==> config.mk <==
export PLATFORM = sky130hd
export DESIGN_NAME = sram_stream_reader
export DESIGN_NICKNAME = d
export VERILOG_FILES = /design/src/rtl/sram_stream_reader.sv
export SDC_FILE = /design/constraint.sdc
export NUM_CORES = 1
export LEC_CHECK = 0
export BUFFER_PORTS_ARGS = -buffer_cell sky130_fd_sc_hd__buf_4
export CAP_MARGIN = 20
export CORE_MARGIN = 1
export CORE_UTILIZATION = 30
export CTS_BUF_LIST = sky130_fd_sc_hd__clkbuf_16
export CTS_CLUSTER_SIZE = 20
export DETAILED_ROUTE_END_ITERATION = 7
export GPL_ROUTABILITY_DRIVEN = 1
export SYNTH_ARGS = -nofsm -noshare
export SYNTH_HDL_FRONTEND = slang
export SYNTH_SLANG_ARGS = --single-unit
export TNS_END_PERCENT = 5
==> constraint.sdc <==
create_clock -name i_clk -period 3.23 [get_ports i_clk]
set_input_delay 0.969 -clock i_clk [delete_from_list [all_inputs] [get_ports i_clk]]
set_output_delay 0.969 -clock i_clk [all_outputs]
set_load 0.01 [all_outputs]
==> src/rtl/sram_stream_reader.sv <==
`default_nettype none
// ============================================================================
// Module   : sram_stream_reader
// Brief    : Streams a contiguous run of SRAM words out over valid/ready,
//            using a 4-entry FIFO and read credits to absorb backpressure.
// Revision : 1.0 - initial release
// ============================================================================
module sram_stream_reader #(
    parameter int ADDR_WIDTH  = 8,
    parameter int DATA_WIDTH  = 8,
    parameter int COUNT_WIDTH = ADDR_WIDTH + 1
) (
    input  logic                   i_clk,
    input  logic                   i_rst,
    input  logic                   i_start,
    input  logic [ADDR_WIDTH-1:0]  i_base,
    input  logic [COUNT_WIDTH-1:0] i_count,
    output logic [ADDR_WIDTH-1:0]  o_sram_addr,
    output logic                   o_sram_write,
    input  logic [DATA_WIDTH-1:0]  i_sram_data,
    output logic [DATA_WIDTH-1:0]  o_data,
    output logic                   o_valid,
    input  logic                   i_ready,
    output logic                   o_last,
    output logic                   o_busy,
    output logic                   o_done
);

    typedef enum logic [1:0] {
        S_IDLE   = 2'd0,
        S_ISSUE  = 2'd1,
        S_DRAIN  = 2'd2,
        S_FINISH = 2'd3
    } state_t;

    state_t                 state_q, state_d;
    logic [ADDR_WIDTH-1:0]  addr_q, addr_d;
    logic [COUNT_WIDTH-1:0] remaining_q, remaining_d;
    logic                   issue_q, issue_d, issue_last_q, issue_last_d;
    logic                   rd_q, rd_d, rd_last_q, rd_last_d;
    logic [DATA_WIDTH-1:0]  fifo_data_q [4];
    logic [DATA_WIDTH-1:0]  fifo_data_d [4];
    logic [3:0]             fifo_last_q, fifo_last_d;
    logic [1:0]             wr_ptr_q, wr_ptr_d, rd_ptr_q, rd_ptr_d;
    logic [2:0]             fifo_cnt_q, fifo_cnt_d;
    logic                   busy_q, busy_d, done_q, done_d;
    logic                   w_push, w_pop, w_credit;

    always_comb begin
        // The SRAM returns data the cycle after the address stage, so the
        // read pipeline is issue (address out) then rd (data on the bus).
        w_push   = rd_q;
        w_pop    = (fifo_cnt_q != 3'd0) && i_ready;
        w_credit = (fifo_cnt_q + {2'b00, issue_q} + {2'b00, rd_q}) < 3'd4;

        fifo_data_d = fifo_data_q;
        fifo_last_d = fifo_last_q;
        wr_ptr_d    = wr_ptr_q;
        rd_ptr_d    = rd_ptr_q;
        if (w_push) begin
            fifo_data_d[wr_ptr_q] = i_sram_data;
            fifo_last_d[wr_ptr_q] = rd_last_q;
            wr_ptr_d              = wr_ptr_q + 2'd1;
        end
        if (w_pop) begin
            rd_ptr_d = rd_ptr_q + 2'd1;
        end
        fifo_cnt_d = fifo_cnt_q + {2'b00, w_push} - {2'b00, w_pop};

        rd_d         = issue_q;
        rd_last_d    = issue_last_q;
        issue_d      = 1'b0;
        issue_last_d = 1'b0;
        addr_d       = addr_q;
        remaining_d  = remaining_q;
        state_d      = state_q;

        case (state_q)
            S_IDLE: begin
                if (i_start) begin
                    if (i_count == '0) begin
                        // Empty run still passes one idle drain cycle before done.
                        state_d = S_DRAIN;
                    end else begin
                        addr_d       = i_base;
                        issue_d      = 1'b1;
                        issue_last_d = (i_count == COUNT_WIDTH'(1));
                        remaining_d  = i_count - COUNT_WIDTH'(1);
                        state_d      = (i_count == COUNT_WIDTH'(1)) ? S_DRAIN : S_ISSUE;
                    end
                end
            end
            S_ISSUE: begin
                if ((remaining_q != '0) && w_credit) begin
                    addr_d       = addr_q + ADDR_WIDTH'(1);
                    issue_d      = 1'b1;
                    issue_last_d = (remaining_q == COUNT_WIDTH'(1));
                    remaining_d  = remaining_q - COUNT_WIDTH'(1);
                    if (remaining_q == COUNT_WIDTH'(1)) begin
                        state_d = S_DRAIN;
                    end
                end
            end
            S_DRAIN: begin
                if ((fifo_cnt_d == 3'd0) && !issue_q && !rd_q) begin
                    state_d = S_FINISH;
                end
            end
            default: begin
                state_d = S_IDLE;
            end
        endcase

        busy_d = (state_d != S_IDLE);
        done_d = (state_d == S_FINISH);
    end

    always_ff @(posedge i_clk or posedge i_rst) begin
        if (i_rst) begin
            state_q      <= S_IDLE;
            addr_q       <= '0;
            remaining_q  <= '0;
            issue_q      <= 1'b0;
            issue_last_q <= 1'b0;
            rd_q         <= 1'b0;
            rd_last_q    <= 1'b0;
            for (int i = 0; i < 4; i++) begin
                fifo_data_q[i] <= '0;
            end
            fifo_last_q  <= '0;
            wr_ptr_q     <= '0;
            rd_ptr_q     <= '0;
            fifo_cnt_q   <= '0;
            busy_q       <= 1'b0;
            done_q       <= 1'b0;
        end else begin
            state_q      <= state_d;
            addr_q       <= addr_d;
            remaining_q  <= remaining_d;
            issue_q      <= issue_d;
            issue_last_q <= issue_last_d;
            rd_q         <= rd_d;
            rd_last_q    <= rd_last_d;
            for (int i = 0; i < 4; i++) begin
                fifo_data_q[i] <= fifo_data_d[i];
            end
            fifo_last_q  <= fifo_last_d;
            wr_ptr_q     <= wr_ptr_d;
            rd_ptr_q     <= rd_ptr_d;
            fifo_cnt_q   <= fifo_cnt_d;
            busy_q       <= busy_d;
            done_q       <= done_d;
        end
    end

    assign o_sram_addr  = addr_q;
    assign o_sram_write = 1'b0;
    assign o_valid      = (fifo_cnt_q != 3'd0);
    assign o_data       = fifo_data_q[rd_ptr_q];
    assign o_last       = o_valid && fifo_last_q[rd_ptr_q];
    assign o_busy       = busy_q;
    assign o_done       = done_q;

endmodule
`default_nettype wire

==> results.rst, run 1 <==
.. list-table::
   :header-rows: 1

   * - Metric
     - Value
   * - Status
     - complete, no violations
   * - Total internal power
     - 2860 uW
   * - Port-buffer cells
     - 48
   * - Cell count after synthesis
     - 310
   * - Switch share
     - 35.8%
   * - Critical register-to-register path startpoint
     - fifo_cnt_q[1]
   * - Overall power consumption
     - 4450 uW
   * - Max_slew headroom
     - 65.2%
   * - Vias in the first global route
     - 2673
   * - WS Path Type
     - reg -> reg
   * - Number of buffers created by CTS
     - 9
   * - Die W
     - 110 um
   * - EDFF count, synth
     - 0
   * - Syn_nets
     - 352
   * - Half-perimeter wire length of the detailed placement result
     - 5.33 mm
   * - Reg2reg setup slack
     - 0.53 ns
   * - Most frequent cell after synthesis
     - dfrtp_1
   * - Starting DRC count in detailed routing
     - 135
   * - Number of synthesized register bits
     - 68
   * - Post-layout nets
     - 404
   * - Source-to-sink clock delay at the later pin of the worst-skew pair
     - 0.33 ns
   * - Mapped cell area
     - 0.00352 mm^2
   * - Total power per unit cell area
     - 1030 mW/mm^2
   * - Maximum buffer depth of the clock tree
     - 2
   * - Post-layout min period
     - 2.70 ns
   * - Hold Violations, Final
     - 0
   * - Cell area after placement
     - 0.00404 mm^2
   * - Clock share of power
     - 21.0%
   * - Static Leak
     - 0.00191 uW
   * - Power share of the combinational group
     - 43.6%
   * - Root buffer selected by CTS
     - clkbuf_16
   * - Peak supply drop
     - 0.496 mV
   * - Cell types with the largest area share after synthesis
     - dfrtp_1 48%, mux2_2 12%, mux4_2 5.8%
   * - Remaining global-route overflow
     - 0
   * - Die height
     - 110 um
   * - Number of design rule violations left after detail routing
     - 0
   * - Startpoint of the worst setup timing path
     - fifo_cnt_q[1]
   * - Worst Clk Skew
     - 0.00662 ns
   * - Setup violators final
     - 0
   * - Routed vias/inst
     - 4.98
   * - Number of different library cells in the post-synthesis netlist
     - 48
   * - Clock Pin Slew Worst Setup and Hold Paths
     - 0.05 ns
   * - Count of pins over their slew limit
     - 0
   * - Total Wirelength
     - 7.46 mm
   * - Post-detailed-route count of antenna-violating nets
     - 0
   * - Critical path fanouts, max
     - 6
   * - Sequential group share of total power
     - 35.4%
   * - Slew at the pin with the worst max-slew slack
     - 0.521 ns
   * - Tot GR Track Use
     - 13.6%
   * - Most instantiated flip-flop cell in the synthesis netlist
     - dfrtp_1
   * - Count of H-tree levels built during CTS
     - 3
   * - Hold-fix buffer count after cts
     - 0
   * - Total number of clock tree sinks
     - 68
   * - Site row count
     - 39
   * - Worst hold margin
     - 0.354 ns
   * - Peak Freq
     - 370 MHz
   * - Count of maximum capacitance violations
     - 0
   * - Starting utilization of the core area
     - 30.9%
   * - Average routed wire per standard cell
     - 14.6 um
   * - Worst setup EP type
     - register
   * - Wire length of the first global-routing pass
     - 12.6 mm
   * - Setup Slack @ Placement
     - 0.330 ns
   * - Terminus of the critical flop-to-flop path
     - state_q[0]
   * - Data required, critical path
     - 3.48 ns
   * - Switching power
     - 1590 uW
   * - Part of the Yosys area used for sequential elements
     - 48.3%
   * - Post-Syn Area per Cell
     - 11.4 um^2
   * - Area fraction of the dominant cell type after synthesis
     - 48.3%
   * - Post-Route Setup TNS
     - 0 ns
   * - Number of antenna violations at the first check in global routing
     - 0
   * - Top post-synthesis cells by count
     - 68 x dfrtp_1, 36 x mux2_2, 21 x nor2_1
   * - Finished layout cell area
     - 0.00432 mm^2
   * - Portion of the clock cycle consumed by the worst path in the final layout
     - 83.7%
   * - Capture point of the critical path
     - state_q[0]
   * - Std-Cell Core Area
     - 0.0114 mm^2
   * - CTS tree
     - done
   * - Number of cell instances on the worst register-to-register path
     - 10
   * - IO Pins
     - 50
   * - Number of instances resized during post-cts repair
     - 0
   * - Via count
     - 2535
   * - Antenna diode count
     - 0
   * - Final setup slack of the worst path
     - 0.526 ns
   * - Die Area
     - 0.0122 mm^2
   * - Critical Path Start Type
     - register
   * - Count of buffers added by post-CTS timing repair for setup
     - 0
   * - Final weighted congestion in routability-driven placement
     - 0.801
   * - Arrival time of data at the critical path endpoint
     - 2.95 ns
   * - Asr flop ratio synth
     - 100%
   * - Fraction of final layout cells sized beyond drive strength 1
     - 31.7%
   * - Largest area contributor in the synthesized netlist
     - dfrtp_1
   * - Largest net degree at the start of global routing
     - 69
   * - Pre-antenna DRT Iters
     - 4
   * - RSZ-0062 raised after global routing
     - no
   * - Path type of the worst min-delay path
     - reg -> reg
   * - Number of warnings reported in the yosys synthesis log
     - 0
   * - Synthesis-to-finish area growth
     - 22.6%
## per-layer routing
| metal | part of all wire (%) | global-route usage [%] |
|---|---|---|
| met4 | 1.5 | 5.08 |
| met2 | 49 | 23.6 |
| met5 | 0 | 0 |
| met3 | 6.2 | 4.41 |
| met1 | 43 | 15.6 |
## kinds of logic after synthesis
kind of cell             Yosys count  share of synthesized area (%)
flip-flops                        68                           48.3
XOR/XNOR                          11                           2.73
multiplexers                      46                           17.5
adder cells (fa/ha/maj)           13                           4.83
other                              1                          0.106
buffers and inverters             30                           4.22
AO/OA/AOI/OAI                     64                           11.3
AND/OR/NAND/NOR                   77                           11.0
## power by group through the flow
stage | logic, uW | registers, uW | clock network, uW
after floorplan | 1480 | 1470 | 0
after global placement | 1890 | 1560 | 0
after detailed placement | 1970 | 1580 | 0
after CTS | 1970 | 1570 | 964
after global routing | 2160 | 1640 | 1000
final | 1940 | 1570 | 935
## how the worst min path moves through the flow
stage                 startpoint         to  cells past startpoint
finish              issue_last_q  rd_last_q                      0
global placement    issue_last_q  rd_last_q                      0
detailed placement  issue_last_q  rd_last_q                      0
CTS                 issue_last_q  rd_last_q                      0
global route        issue_last_q  rd_last_q                      0
floorplan           issue_last_q  rd_last_q                      0
## critical path: stages, from the launching register on
cell     delay (ns)
dfrtp_1        0.43
or3_1          0.43
and2_1         0.21
ha_1           0.28
inv_1          0.04
ha_1           0.18
fa_1           0.38
xnor2_1        0.15
nor4_1         0.37
nor2_1         0.09
o21ai_0        0.08
## cell type report
class	instances	area [um^2]
Tap cell	143	179
Clock inverter	6	57.6
Clock buffer	9	225
Sequential cell	68	1700
Multi-Input combinational cell	212	1670
Fill cell	1155	7100
Inverter	16	60.1
Timing Repair Buffer	55	425
## layout by cell type, fill, tap and decap left out, types with 9 or more instances in the layout
| cell type | instances |
|---|---|
| dfrtp_1 | 68 |
| buf_4 | 54 |
| mux2_2 | 36 |
| nor2_1 | 21 |
| nand2_1 | 18 |
| a21oi_1 | 18 |
| inv_1 | 16 |
| ha_1 | 12 |
| o21ai_0 | 11 |
| o21ai_1 | 9 |
| mux4_2 | 9 |
| clkbuf_16 | 9 |
## flip-flops by register name, summed over array words and instances (netlist names)
| signal | cells |
|---|---|
| remaining_q | 9 |
| o_busy | 1 |
| o_done | 1 |
| issue_last_q | 1 |
| rd_q | 1 |
| state_q | 2 |
| rd_ptr_q | 2 |
| fifo_cnt_q | 3 |
| wr_ptr_q | 2 |
| fifo_last_q | 4 |
| issue_q | 1 |
| o_sram_addr | 8 |
| fifo_data_q | 32 |
| rd_last_q | 1 |
## per-stage QoR
step,cells,util [%]
6_report,509,37.9
2_1_floorplan,310,-
5_1_grt,509,37.9
4_1_cts,509,37.9
3_5_place_dp,494,35.4
3_3_place_gp,494,35.4
Note: power is estimated with default switching activity, not from simulation.
==> run 2, diff against run 1 <==
==> constraint.sdc (replaced) <==
create_clock -name i_clk -period 2.7 [get_ports i_clk]
set_input_delay 0.81 -clock i_clk [delete_from_list [all_inputs] [get_ports i_clk]]
set_output_delay 0.81 -clock i_clk [all_outputs]
set_load 0.01 [all_outputs]
==> results.rst, run 2 (synthesis results as in run 1) <==
.. list-table::
   :header-rows: 1

   * - Metric
     - Value
   * - Data required, critical path
     - 2.95 ns
   * - Utilization after layout
     - 37.8%
   * - Reg2reg setup slack
     - 0.15 ns
   * - Worst setup EP type
     - register
   * - Average routed wire per standard cell
     - 14.4 um
   * - Via count
     - 2527
   * - Count of H-tree levels built during CTS
     - 3
   * - Sink of the worst hold path
     - rd_last_q
   * - Post-detailed-route count of antenna-violating nets
     - 0
   * - Number of cell instances on the worst register-to-register path
     - 9
   * - Total number of clock tree sinks
     - 68
   * - Peak supply drop
     - 0.670 mV
   * - Half-perimeter wire length of the detailed placement result
     - 5.37 mm
   * - Startpoint of the worst setup timing path
     - fifo_cnt_q[2]
   * - Hold Violations, Final
     - 0
   * - Post-layout min period
     - 2.55 ns
   * - Tot GR Track Use
     - 13.3%
   * - Setup violators final
     - 0
   * - Status
     - complete, no violations
   * - Number of antenna violations at the first check in global routing
     - 0
   * - Post-Route Setup TNS
     - 0 ns
   * - Count of pins over their slew limit
     - 0
   * - Arrival time of data at the critical path endpoint
     - 2.80 ns
   * - Total Wirelength
     - 7.40 mm
   * - Instance count along the most critical hold path
     - 0
   * - CTS tree
     - done
   * - Number of flip-flops in the largest register
     - 32
   * - Fraction of final layout cells sized beyond drive strength 1
     - 32.8%
   * - Die height
     - 110 um
   * - Overall power consumption
     - 5270 uW
   * - Portion of the clock cycle consumed by the worst path in the final layout
     - 94.5%
   * - Storage element area
     - 0.00170 mm^2
   * - Final weighted congestion in routability-driven placement
     - 0.793
   * - Site row count
     - 39
   * - Clock Pin Slew Worst Setup and Hold Paths
     - 0.05 ns
   * - Pre-antenna DRT Iters
     - 4
   * - Die W
     - 110 um
   * - IO Pins
     - 50
   * - Critical path fanouts, max
     - 4
   * - Source-to-sink clock delay at the later pin of the worst-skew pair
     - 0.33 ns
   * - Remaining global-route overflow
     - 0
   * - Root buffer selected by CTS
     - clkbuf_16
   * - Std-Cell Core Area
     - 0.0114 mm^2
   * - Largest net degree at the start of global routing
     - 29
   * - Number of placed instances, taps included
     - 496
   * - Worst Clk Skew
     - 0.00635 ns
   * - Terminus of the critical flop-to-flop path
     - state_q[0]
   * - Die Area
     - 0.0122 mm^2
   * - Combined area of the multi-input logic cells
     - 0.00168 mm^2
   * - Commonest cells after routing, fill and taps aside
     - 68 x dfrtp_1, 57 x buf_4, 36 x mux2_2
   * - Largest register by flop count
     - fifo_data_q
   * - Critical register-to-register path startpoint
     - fifo_cnt_q[2]
   * - Count of maximum capacitance violations
     - 0
   * - Number of design rule violations left after detail routing
     - 0
   * - Starting DRC count in detailed routing
     - 122
   * - Maximum buffer depth of the clock tree
     - 2
   * - Port-buffer cells
     - 48
   * - Leading cell type in the layout, fill and taps excluded
     - dfrtp_1
   * - RSZ-0062 raised after global routing
     - no
   * - Synthesis-to-finish area growth
     - 22.5%
   * - Wire length of the first global-routing pass
     - 12.2 mm
   * - Starting utilization of the core area
     - 30.9%
   * - Count of filler cells inserted in the layout
     - 1155
   * - Vias in the first global route
     - 2593
   * - Routed vias/inst
     - 4.94
   * - Number of buffers created by CTS
     - 9
   * - WS Path Type
     - reg -> reg
   * - Non-filler instance count after layout
     - 512
   * - Post-layout nets
     - 406
   * - Path type of the worst min-delay path
     - reg -> reg
   * - Total power per unit cell area
     - 1220 mW/mm^2
   * - Peak Freq
     - 392 MHz
   * - Antenna diode count
     - 0
   * - Hold path startpoint
     - issue_last_q
   * - Static Leak
     - 0.00191 uW
   * - Critical Path Start Type
     - register
-- run 2: cell types whose count changed in the layout (fill, tap and decap cells not counted), sizes merged --
cell	delta
clkinvlp	-1
buf	+2
bufinv	-1
clkinv	+4
inv	-1
-- run 2: how the worst max path moves through the flow --
stage	endpoint	slack [ns]	cells past startpoint
2_1_floorplan	state_q[0]	0.17	10
3_3_place_gp	state_q[0]	0.07	10
3_5_place_dp	state_q[0]	-0.05	10
4_1_cts	state_q[0]	0.02	10
5_1_grt	state_q[0]	0.009	9
6_report	state_q[0]	0.15	9
-- run 2: critical path, stage by stage, from the launching register on --
cell and delay, ns:
dfrtp_1 0.40, or3_1 0.39, and2_1 0.22, ha_1 0.28, inv_1 0.04, ha_1 0.18, fa_1 0.48, nor4_2 0.34
nor2_1 0.08, o21ai_0 0.07
-- run 2: final cells by class --
cell class,instances,share of cell area [%]
sequential,68,39.4
multi-input combinational,212,38.9
inverter,16,1.39
timing repair buffer,57,9.91
clock buffer,9,5.22
clock inverter,7,1.01
tap,143,4.14
-- run 2: where the power goes --
part / switching, uW / total [uW] / leakage, uW / internal (uW)
logic: 1110 / 2350 / 0.000970 / 1240
registers: 379 / 1870 / 0.000808 / 1490
clock network: 435 / 1050 / 0.000133 / 615
total: 1920 / 5270 / 0.00191 / 3340
-- run 2: layer usage --
layer	routed length, um	global-route usage (%)
met2	3500	22.9
met3	447	4.53
met5	0	0
met4	101	5.08
met1	3350	15.3
-- run 2: through the flow --
stage	setup WS [ns]	cell area (um^2)	hold WS (ns)
after global placement	0.0664	4040	0.337
after global routing	0.00928	4320	0.376
after floorplan	0.171	3520	0.331
after detailed placement	-0.0532	4040	0.342
after CTS	0.0180	4310	0.354
final	0.149	4320	0.352
-- run 2: repair_timing --
item	in CTS	in global routing
buffers inserted	0	0
hold buffers	0	0
resized for setup	0	1
setup endpoints to repair	0	1
==> run 3, diff against run 2 <==
--- a/config.mk
+++ b/config.mk
@@ -7,12 +7,13 @@
 export LEC_CHECK = 0
 export BUFFER_PORTS_ARGS = -buffer_cell sky130_fd_sc_hd__buf_4
 export CAP_MARGIN = 20
-export CORE_MARGIN = 1
+export CORE_MARGIN = 8
 export CORE_UTILIZATION = 30
 export CTS_BUF_LIST = sky130_fd_sc_hd__clkbuf_16
 export CTS_CLUSTER_SIZE = 20
 export DETAILED_ROUTE_END_ITERATION = 7
 export GPL_ROUTABILITY_DRIVEN = 1
+export PLACE_DENSITY = 0.44
 export SYNTH_ARGS = -nofsm -noshare
 export SYNTH_HDL_FRONTEND = slang
 export SYNTH_SLANG_ARGS = --single-unit
==> results.rst, run 3 (synthesis results as in run 1) <==
.. list-table::
   :header-rows: 1

   * - Metric
     - Value
   * - CTS tree
     - done
   * - Critical path fanouts, max
     - 8
   * - Static Leak
     - 0.00194 uW
   * - Setup violators final
     - 0
   * - Largest delay share family, worst path
     - multiplexers
   * - Number of buffers created by CTS
     - 9
   * - Count of filler cells inserted in the layout
     - 1126
   * - Die W
     - 124 um
   * - Worst hold margin
     - 0.362 ns
   * - Routed vias/inst
     - 4.80
   * - Total power per unit cell area
     - 1240 mW/mm^2
   * - IO Pins
     - 50
   * - Worst Clk Skew
     - 0.00432 ns
   * - Path type of the worst min-delay path
     - reg -> reg
   * - Utilization after layout
     - 38.1%
   * - Hold-fix buffer count after cts
     - 0
   * - Peak supply drop
     - 0.585 mV
   * - Post-layout min period
     - 2.57 ns
   * - Tot GR Track Use
     - 10.7%
   * - Data required, critical path
     - 1.89 ns
   * - Count of maximum capacitance violations
     - 0
   * - Largest register by flop count
     - fifo_data_q
   * - Starting utilization of the core area
     - 30.7%
   * - Leading cell type in the layout, fill and taps excluded
     - dfrtp_1
   * - Fraction of final layout cells sized beyond drive strength 1
     - 33.2%
   * - Source-to-sink clock delay at the later pin of the worst-skew pair
     - 0.33 ns
   * - Count of H-tree levels built during CTS
     - 3
   * - Count of pins over their slew limit
     - 0
   * - Synthesis-to-finish area growth
     - 24.0%
   * - Port-buffer cells
     - 48
   * - Via count
     - 2465
   * - Critical Path Start Type
     - register
   * - Slew at the pin with the worst max-slew slack
     - 0.507 ns
   * - Root buffer selected by CTS
     - clkbuf_16
   * - Remaining global-route overflow
     - 0
   * - Number of flip-flops in the largest register
     - 32
   * - Count of buffers added by post-CTS timing repair for setup
     - 0
   * - Total number of clock tree sinks
     - 68
   * - Worst setup EP type
     - primary output
   * - Worst path max stage delay
     - 0.52 ns
   * - Met1 Track Usage GR
     - 13.8%
   * - Wire length of the first global-routing pass
     - 13.5 mm
   * - Setup Slack @ Placement
     - 0.0165 ns
   * - Std-Cell Core Area
     - 0.0115 mm^2
   * - Vias in the first global route
     - 2605
   * - Starting DRC count in detailed routing
     - 109
   * - Commonest cells after routing, fill and taps aside
     - 68 x dfrtp_1, 58 x buf_4, 36 x mux2_2
   * - CP Cell Sequence
     - buf_4 -> mux4_2 -> buf_4
   * - Max_slew headroom
     - 66.1%
   * - Number of antenna violations at the first check in global routing
     - 0
   * - Portion of the clock cycle consumed by the worst path in the final layout
     - 95.3%
   * - GRT busiest layer
     - met2
   * - Number of design rule violations left after detail routing
     - 0
   * - Antenna diode count
     - 0
   * - Pre-antenna DRT Iters
     - 6
   * - Cell type of the slowest stage on the worst timing path
     - mux4_2
   * - Arrival time of data at the critical path endpoint
     - 1.76 ns
   * - Post-layout nets
     - 408
   * - Number of instances resized during post-cts repair
     - 0
   * - Total Wirelength
     - 8.05 mm
   * - Global-route met3 utilization
     - 3.15%
   * - Hold Violations, Final
     - 0
   * - Post-detailed-route count of antenna-violating nets
     - 0
   * - Maximum buffer depth of the clock tree
     - 2
   * - Fraction of met2 tracks used by global routing
     - 16.5%
   * - WS Path Type
     - reg -> out
   * - Final setup slack of the worst path
     - 0.128 ns
   * - Half-perimeter wire length of the detailed placement result
     - 5.84 mm
   * - Clock Pin Slew Worst Setup and Hold Paths
     - 0.05 ns
   * - Worst Path Buf+Inv
     - 2
   * - Peak Freq
     - 389 MHz
   * - Average routed wire per standard cell
     - 15.7 um
   * - Final weighted congestion in routability-driven placement
     - 0.755
   * - Critical Path Most Common Cell
     - buf_4
   * - Die Area
     - 0.0155 mm^2
   * - Site row count
     - 39
   * - Post-Route Setup TNS
     - 0 ns
   * - RSZ-0062 raised after global routing
     - no
   * - Status
     - complete, no violations
   * - Die height
     - 124 um
   * - Largest net degree at the start of global routing
     - 53
run 3: cell types whose count changed in the layout (fill, tap and decap cells not counted):
cell       change
buf_12         +1
buf_4          +1
clkinv_1       -1
inv_1          +1
bufinv_16      +1
clkinv_2       -1
run 3: final cells by class:
cell class                 instances  area (um^2)  share of cell area [%]
clock inverter                     7         68.8                    1.57
inverter                          16         60.1                    1.37
timing repair buffer              59          455                    10.4
clock buffer                       9          225                    5.15
multi-input combinational        212         1680                    38.4
tap                              143          179                    4.09
sequential                        68         1700                    38.9
run 3: worst reg2reg max path, delay by kind of cell, from the launching register on:
| family | cells | cell delay (ns) |
|---|---|---|
| adders and majority gates | 3 | 0.93 |
| DFF | 1 | 0.41 |
| AOI/OAI and AO/OA | 1 | 0.07 |
| and+or+nand+nor | 4 | 0.99 |
| buffers and inverters | 1 | 0.04 |
run 3: final timing paths:
path,endpoint,slack (ns),cells after the start,start
setup / recovery,o_data[3],0.13,3,rd_ptr_q[0]
hold / removal,rd_last_q,0.36,0,issue_last_q
setup reg to reg,state_q[0],0.17,9,fifo_cnt_q[2]
hold reg to reg,rd_last_q,0.36,0,issue_last_q
max in group asynchronous,o_busy,1.59,3,i_rst
min in group asynchronous,o_sram_addr[6],0.48,2,i_rst
run 3: power by group:
group / internal (uW) / switching (uW) / leakage, uW / total (uW)
clock: 711 / 444 / 0.000147 / 1150
combinational: 1250 / 1150 / 0.000984 / 2400
sequential: 1490 / 357 / 0.000808 / 1850
total: 3450 / 1950 / 0.00194 / 5400
run 3: per-stage QoR:
step                total power (uW)  cell area [um^2]  instances
finish                          5400              4370        514
global route                    5830              4370        514
CTS                             5480              4360        514
detailed placement              4300              4070        498
global placement                4240              4070        498
floorplan                       3540              3520        310
run 3: metal layers:
metal  up-vias  wire length, um
li1       1235                -
met2        50             3750
met5         -                0
met4         0              124
met3         9              315
met1      1171             3860
